[config.mk]
export PLATFORM = sky130hd
export DESIGN_NAME = router_pkt_tx_flat
export DESIGN_NICKNAME = d
export VERILOG_FILES = /design/src/rtl/router_pkt_tx_if.sv /design/src/rtl/router_pkt_tx.sv /design/src/flat_wrapper.sv
export SDC_FILE = /design/constraint.sdc
export NUM_CORES = 1
export LEC_CHECK = 0
export ABC_CLOCK_PERIOD_IN_PS = 4200
export BUFFER_PORTS_ARGS = -buffer_cell sky130_fd_sc_hd__buf_2
export CAP_MARGIN = 15
export CORE_ASPECT_RATIO = 0.8
export CORE_UTILIZATION = 24
export DETAILED_ROUTE_END_ITERATION = 10
export GPL_TIMING_DRIVEN = 0
export MAX_ROUTING_LAYER = met4
export PLACE_DENSITY = 0.4
export SETUP_SLACK_MARGIN = 0.5
export SLEW_MARGIN = 20
export SYNTH_ARGS = -nofsm -noshare
export SYNTH_HDL_FRONTEND = slang
export SYNTH_SLANG_ARGS = --single-unit
[constraint.sdc]
create_clock -name clock -period 4.2 [get_ports clock]
set_input_delay 0 -clock clock [delete_from_list [all_inputs] [get_ports clock]]
set_output_delay 0 -clock clock [all_outputs]
set_load 0.02 [all_outputs]
[src/rtl/router_pkt_tx_if.sv]
// Bundled request, payload and router-side bus signals of the router packet transmitter.
// The transmitter uses the master modport; benches and hosts use the slave side.
interface router_pkt_tx_if;
   logic       start;
   logic [1:0] addr;
   logic [5:0] len;
   logic       corrupt;
   logic [7:0] pl_data;
   logic       pl_valid;
   logic       pl_ready;
   logic       busy;
   logic [7:0] data_out;
   logic       pkt_valid;
   logic       tx_active;
   logic       done;
   logic       req_err;

   modport master (
      input  start, addr, len, corrupt, pl_data, pl_valid, busy,
      output pl_ready, data_out, pkt_valid, tx_active, done, req_err
   );

   modport slave (
      output start, addr, len, corrupt, pl_data, pl_valid, busy,
      input  pl_ready, data_out, pkt_valid, tx_active, done, req_err
   );
endinterface

[src/rtl/router_pkt_tx.sv]
// Packet source for the 1x3 router: stages a payload, then streams header, payload and
// XOR parity gap-free while honouring router busy; parity can be deliberately corrupted.
module router_pkt_tx #(
   parameter int         MAX_LEN      = 63,
   parameter logic [1:0] ADDR_MAX     = 2'd2,
   parameter logic [7:0] CORRUPT_MASK = 8'h01
) (
   input  logic            clock,
   input  logic            reset,
   router_pkt_tx_if.master bus
);

   localparam logic [2:0] IDLE    = 3'd0;
   localparam logic [2:0] LOAD    = 3'd1;
   localparam logic [2:0] HEADER  = 3'd2;
   localparam logic [2:0] PAYLOAD = 3'd3;
   localparam logic [2:0] PARITY  = 3'd4;

   localparam logic [5:0] LEN_LIMIT = 6'(MAX_LEN);

   logic [2:0] state;
   logic [1:0] addr_q;
   logic [5:0] len_q;
   logic       corrupt_q;
   logic [5:0] wr_cnt;
   logic [5:0] rd_cnt;
   logic [7:0] parity_acc;
   logic [7:0] data_q;
   logic       pkt_valid_q;
   logic       done_q;
   logic       req_err_q;

   logic [7:0] pkt_buf [MAX_LEN];

   logic       start_ok;
   logic       load_last;
   logic [7:0] corrupt_byte;

   assign start_ok     = bus.start && (bus.addr <= ADDR_MAX) && (bus.len != 6'd0) &&
                         (bus.len <= LEN_LIMIT);
   assign load_last    = bus.pl_valid && (wr_cnt == (len_q - 6'd1));
   assign corrupt_byte = corrupt_q ? CORRUPT_MASK : 8'h00;

   assign bus.pl_ready  = (state == LOAD);
   assign bus.tx_active = (state != IDLE);
   assign bus.data_out  = data_q;
   assign bus.pkt_valid = pkt_valid_q;
   assign bus.done      = done_q;
   assign bus.req_err   = req_err_q;

   // Staging buffer has no reset; each packet overwrites slots 0..len-1 before they are read.
   always_ff @(posedge clock) begin
      if ((state == LOAD) && bus.pl_valid) begin
         pkt_buf[wr_cnt] <= bus.pl_data;
      end
   end

   always_ff @(posedge clock or posedge reset) begin
      if (reset) begin
         state       <= IDLE;
         addr_q      <= 2'd0;
         len_q       <= 6'd0;
         corrupt_q   <= 1'b0;
         wr_cnt      <= 6'd0;
         rd_cnt      <= 6'd0;
         parity_acc  <= 8'h00;
         data_q      <= 8'h00;
         pkt_valid_q <= 1'b0;
         done_q      <= 1'b0;
         req_err_q   <= 1'b0;
      end else begin
         done_q    <= 1'b0;
         req_err_q <= 1'b0;
         case (state)
            IDLE: begin
               if (start_ok) begin
                  addr_q    <= bus.addr;
                  len_q     <= bus.len;
                  corrupt_q <= bus.corrupt;
                  wr_cnt    <= 6'd0;
                  state     <= LOAD;
               end else if (bus.start) begin
                  req_err_q <= 1'b1;
               end
            end
            LOAD: begin
               if (load_last) begin
                  data_q      <= {len_q, addr_q};
                  parity_acc  <= {len_q, addr_q};
                  pkt_valid_q <= 1'b1;
                  state       <= HEADER;
               end else if (bus.pl_valid) begin
                  wr_cnt <= wr_cnt + 6'd1;
               end
            end
            HEADER: begin
               if (!bus.busy) begin
                  data_q <= pkt_buf[0];
                  rd_cnt <= 6'd1;
                  state  <= PAYLOAD;
               end
            end
            // rd_cnt is compared before it increments, so len=63 never needs a seventh bit.
            PAYLOAD: begin
               if (!bus.busy) begin
                  parity_acc <= parity_acc ^ data_q;
                  if (rd_cnt < len_q) begin
                     data_q <= pkt_buf[rd_cnt];
                     rd_cnt <= rd_cnt + 6'd1;
                  end else begin
                     data_q      <= parity_acc ^ data_q ^ corrupt_byte;
                     pkt_valid_q <= 1'b0;
                     state       <= PARITY;
                  end
               end
            end
            PARITY: begin
               if (!bus.busy) begin
                  data_q <= 8'h00;
                  done_q <= 1'b1;
                  state  <= IDLE;
               end
            end
            default: begin
               data_q      <= 8'h00;
               pkt_valid_q <= 1'b0;
               state       <= IDLE;
            end
         endcase
      end
   end

endmodule

[src/flat_wrapper.sv]
// flat-port wrapper written by rule: the top's interface ports become plain ports
module router_pkt_tx_flat 
#(
   parameter int         MAX_LEN      = 63,
   parameter logic [1:0] ADDR_MAX     = 2'd2,
   parameter logic [7:0] CORRUPT_MASK = 8'h01
)
  (clock, reset, bus_start, bus_addr, bus_len, bus_corrupt, bus_pl_data, bus_pl_valid, bus_busy, bus_pl_ready, bus_data_out, bus_pkt_valid, bus_tx_active, bus_done, bus_req_err);
  router_pkt_tx_if bus_i ();
  input  logic clock;
  input  logic reset;
  input wire logic [$bits(bus_i.start)-1:0] bus_start;
  input wire logic [$bits(bus_i.addr)-1:0] bus_addr;
  input wire logic [$bits(bus_i.len)-1:0] bus_len;
  input wire logic [$bits(bus_i.corrupt)-1:0] bus_corrupt;
  input wire logic [$bits(bus_i.pl_data)-1:0] bus_pl_data;
  input wire logic [$bits(bus_i.pl_valid)-1:0] bus_pl_valid;
  input wire logic [$bits(bus_i.busy)-1:0] bus_busy;
  output wire logic [$bits(bus_i.pl_ready)-1:0] bus_pl_ready;
  output wire logic [$bits(bus_i.data_out)-1:0] bus_data_out;
  output wire logic [$bits(bus_i.pkt_valid)-1:0] bus_pkt_valid;
  output wire logic [$bits(bus_i.tx_active)-1:0] bus_tx_active;
  output wire logic [$bits(bus_i.done)-1:0] bus_done;
  output wire logic [$bits(bus_i.req_err)-1:0] bus_req_err;
  assign bus_i.start = bus_start;
  assign bus_i.addr = bus_addr;
  assign bus_i.len = bus_len;
  assign bus_i.corrupt = bus_corrupt;
  assign bus_i.pl_data = bus_pl_data;
  assign bus_i.pl_valid = bus_pl_valid;
  assign bus_i.busy = bus_busy;
  assign bus_pl_ready = bus_i.pl_ready;
  assign bus_data_out = bus_i.data_out;
  assign bus_pkt_valid = bus_i.pkt_valid;
  assign bus_tx_active = bus_i.tx_active;
  assign bus_done = bus_i.done;
  assign bus_req_err = bus_i.req_err;
  router_pkt_tx #(.MAX_LEN(MAX_LEN), .ADDR_MAX(ADDR_MAX), .CORRUPT_MASK(CORRUPT_MASK)) u_core (.clock(clock), .reset(reset), .bus(bus_i));
endmodule
==> run summary <==
status: completed
commonest non-fill, non-tap cell in the layout: edfxtp_1
ranking of synthesized cells by area: edfxtp_1 (67%), mux4_2 (8.1%), dfrtp_1 (4.8%), mux2i_1 (4.2%), nor2_1 (1.7%)
ys async rst share: 7.86%
non-filler cells, final: 2711
Synth Instances: 1316
syn_area_per_cell: 17.1 um^2
port buffer count: 34
antenna violations before repair: 1
Final WS setup: 0.521 ns
pwr dens: 622 nW/um^2
post-place setup slack: 0.188 ns
Ys Warns: 0
worst IR drop on VDD: 0.000345 V
total power: 16.5 mW
total grt overflow: 0
GRT Util Overall: 15.5%
setup bufs post-CTS: 0
Post-Syn Area: 22500 um^2
Int Power: 10.8 mW
MaxCap Viol Count: 0
Clock Pin Slew Worst Setup and Hold Paths: 0.07 ns
DRT iter0 DRCs: 1418
CTS buffer count: 57
fmax: 272 MHz
worst hold path class: input pin to register
Clk pwr share: 31.5%
Via Count: 13.0k
post-detail-place hpwl: 47.5 mm
CP Launch Type: register
layout cells sized above 1: 18.9%
Slew HR: 17.6%
register area share after synthesis: 71.9%
RSZ-0062 raised after global routing: false
syn nets: 1346
TritonCTS clock tree: built
Pre-Repair DR Iteration Count: 5
Initial Util: 24.2%
Core Box Area: 93000 um^2
die area: 95100 um^2
Netlist cell types: 67
WS Path Type: register to register
Root Driver: clkbuf_16
first-pass GRT wire length: 101 mm
placer congestion estimate: 0.854
final slew viol count: 0
Post-DRT Antenna Nets: 0
EDFF count, synth: 504
Die Ht: 276 um
vias per inst: 4.81
#FFs+latches synth: 547
routed len/inst: 26.6 um
critical path peak fanout: 10
crit share post-route: 87.6%
die width: 345 um
FILL cells: 9314
Combinational Power Share: 29.4%
CTS sink count: 547
Arr. time, crit path: 4.19 ns
H-tree levels: 2
largest net degree at the start of global routing: 64
ys flop type: edfxtp_1
Post-Route WL: 72.1 mm
top cell type's share of synthesized area: 67.2%
IO Pins: 35
area leader, netlist: edfxtp_1
most frequent cells in the layout: edfxtp_1 (504), nor2_1 (103), mux2i_1 (94)
clock skew: 0.0404 ns
Sw Share: 34.6%
Worst-Margin Slew: 1.23 ns
Final min period: 3.68 ns
leakage: 8.70 nW
worst path required time: 4.71 ns
clock latency at the later pin of the worst-skew pair: 0.66 ns
Critical Path Sink Type: register
switching power: 5.70 mW
CTS Buffer Depth: 3
DRC: 0
nets@finish: 1466
Row Count: 100
vias in the first global route: 12.8k
# placed instances: 2578
Final Hold Viols: 0
Area Growth Syn to Fin: 17.7%
final setup violation count: 0
Seq pwr share: 39.0%
## path summary, 6_finish.rpt
| kind | from | endpoint | slack [ns] | depth (start not counted) |
|---|---|---|---|---|
| setup / recovery | u_core.rd_cnt[2] | u_core.bus.data_out[5] | 0.52 | 8 |
| hold / removal | bus_corrupt | u_core.corrupt_q | 0.15 | 3 |
| setup reg to reg | u_core.rd_cnt[2] | u_core.bus.data_out[5] | 0.52 | 8 |
| max in group asynchronous | reset | u_core.parity_acc[7] | 3.08 | 5 |
| min in group asynchronous | reset | u_core.wr_cnt[3] | 0.57 | 4 |
| hold reg to reg | u_core.bus.pkt_valid | u_core.bus.pkt_valid | 0.54 | 2 |
## metrics by stage
| step | hold WS [ns] | utilization [%] | cell area, um^2 | setup TNS, ns |
|---|---|---|---|---|
| finish | 0.145 | 28.5 | 26500 | 0 |
| global route | 0.149 | 28.5 | 26500 | 0 |
| CTS | 0.107 | 28.5 | 26500 | 0 |
| detailed placement | 0.160 | 26.2 | 24300 | 0 |
| global placement | 0.235 | 26.1 | 24200 | -0.592 |
| floorplan | 0.0989 | - | 22500 | 0 |
## Yosys cell counts, types with 7 or more instances
library cell,count
a21oi_1,15
a22o_1,13
a22oi_1,22
a2bb2oi_1,9
buf_2,14
buf_4,11
clkbuf_1,40
dfrtp_1,43
edfxtp_1,504
ha_1,8
inv_1,14
mux2_2,12
mux2i_1,94
mux4_2,81
nand2_1,49
nand2b_1,7
nand3_1,28
nor2_1,104
nor2b_1,7
nor3_1,12
nor4_1,9
o211ai_1,13
o21ai_0,40
o22ai_1,28
xnor2_1,8
## routing by layer
metal	routed length, um	up-vias	global-route usage, %
li1	-	5567	-
met1	36800	6989	23.9
met2	29500	386	20.6
met3	4540	89	2.98
met4	1290	0	3.52
met5	0	-	-
## worst max-delay path, stage by stage (launching register included)
cell and delay, ns:
dfrtp_1 0.39, clkbuf_1 0.29, buf_2 0.32, nand3_1 0.54
o22ai_1 0.27, or4_1 0.62, a21oi_1 0.46, a311oi_1 0.20
or3_1 0.41
## power by group through the flow
stage / registers [mW] / logic (mW) / clock network [mW]
2_1_floorplan: 6.45 / 2.92 / 0
3_3_place_gp: 6.55 / 4.76 / 0
3_5_place_dp: 6.55 / 4.78 / 0
4_1_cts: 6.43 / 4.83 / 5.32
5_1_grt: 6.46 / 5.13 / 5.52
6_report: 6.44 / 4.86 / 5.20
## cell families (layout without fill, tap and decap cells)
kind of cell	count (synthesis)	count (layout)	share of synthesized area, %
compound gates	203	203	6.43
xor+xnor	13	13	0.505
fa+ha+maj	8	8	0.444
buf+inv	90	259	1.96
flops	547	547	71.9
mux	187	187	12.9
other cells	0	2	0
simple gates	268	268	5.86
## flip-flops by register name, indices dropped and copies added (netlist names)
name	flops
u_core.wr_cnt	6
u_core.corrupt_q	1
u_core.len_q	6
u_core.bus.done	1
u_core.addr_q	2
u_core.bus.data_out	8
u_core.pkt_buf	504
u_core.state	3
u_core.bus.req_err	1
u_core.rd_cnt	6
u_core.bus.pkt_valid	1
u_core.parity_acc	8
## what timing repair did
item                                   in CTS  in global routing
setup endpoints to repair                   7                  7
cloned                                      0                  0
endpoints found under the hold margin     397                126
pin swaps                                   0                  0
hold buffers                               21                  2
gates resized for setup                    10                  6
## cell type report
| class | instances | area (um^2) | share of cell area (%) |
|---|---|---|---|
| diodes | 2 | 5.00 | 0.0189 |
| plain buffers | 75 | 407 | 1.53 |
| clock buffers | 65 | 1480 | 5.57 |
| clock inverters | 43 | 425 | 1.60 |
| inverters | 15 | 56.3 | 0.212 |
| multi-input cells | 679 | 5940 | 22.4 |
| flip-flops and latches | 547 | 16200 | 61.1 |
| well taps | 1224 | 1530 | 5.78 |
| repair buffers | 61 | 468 | 1.76 |
(Power assumes the default switching activity.)
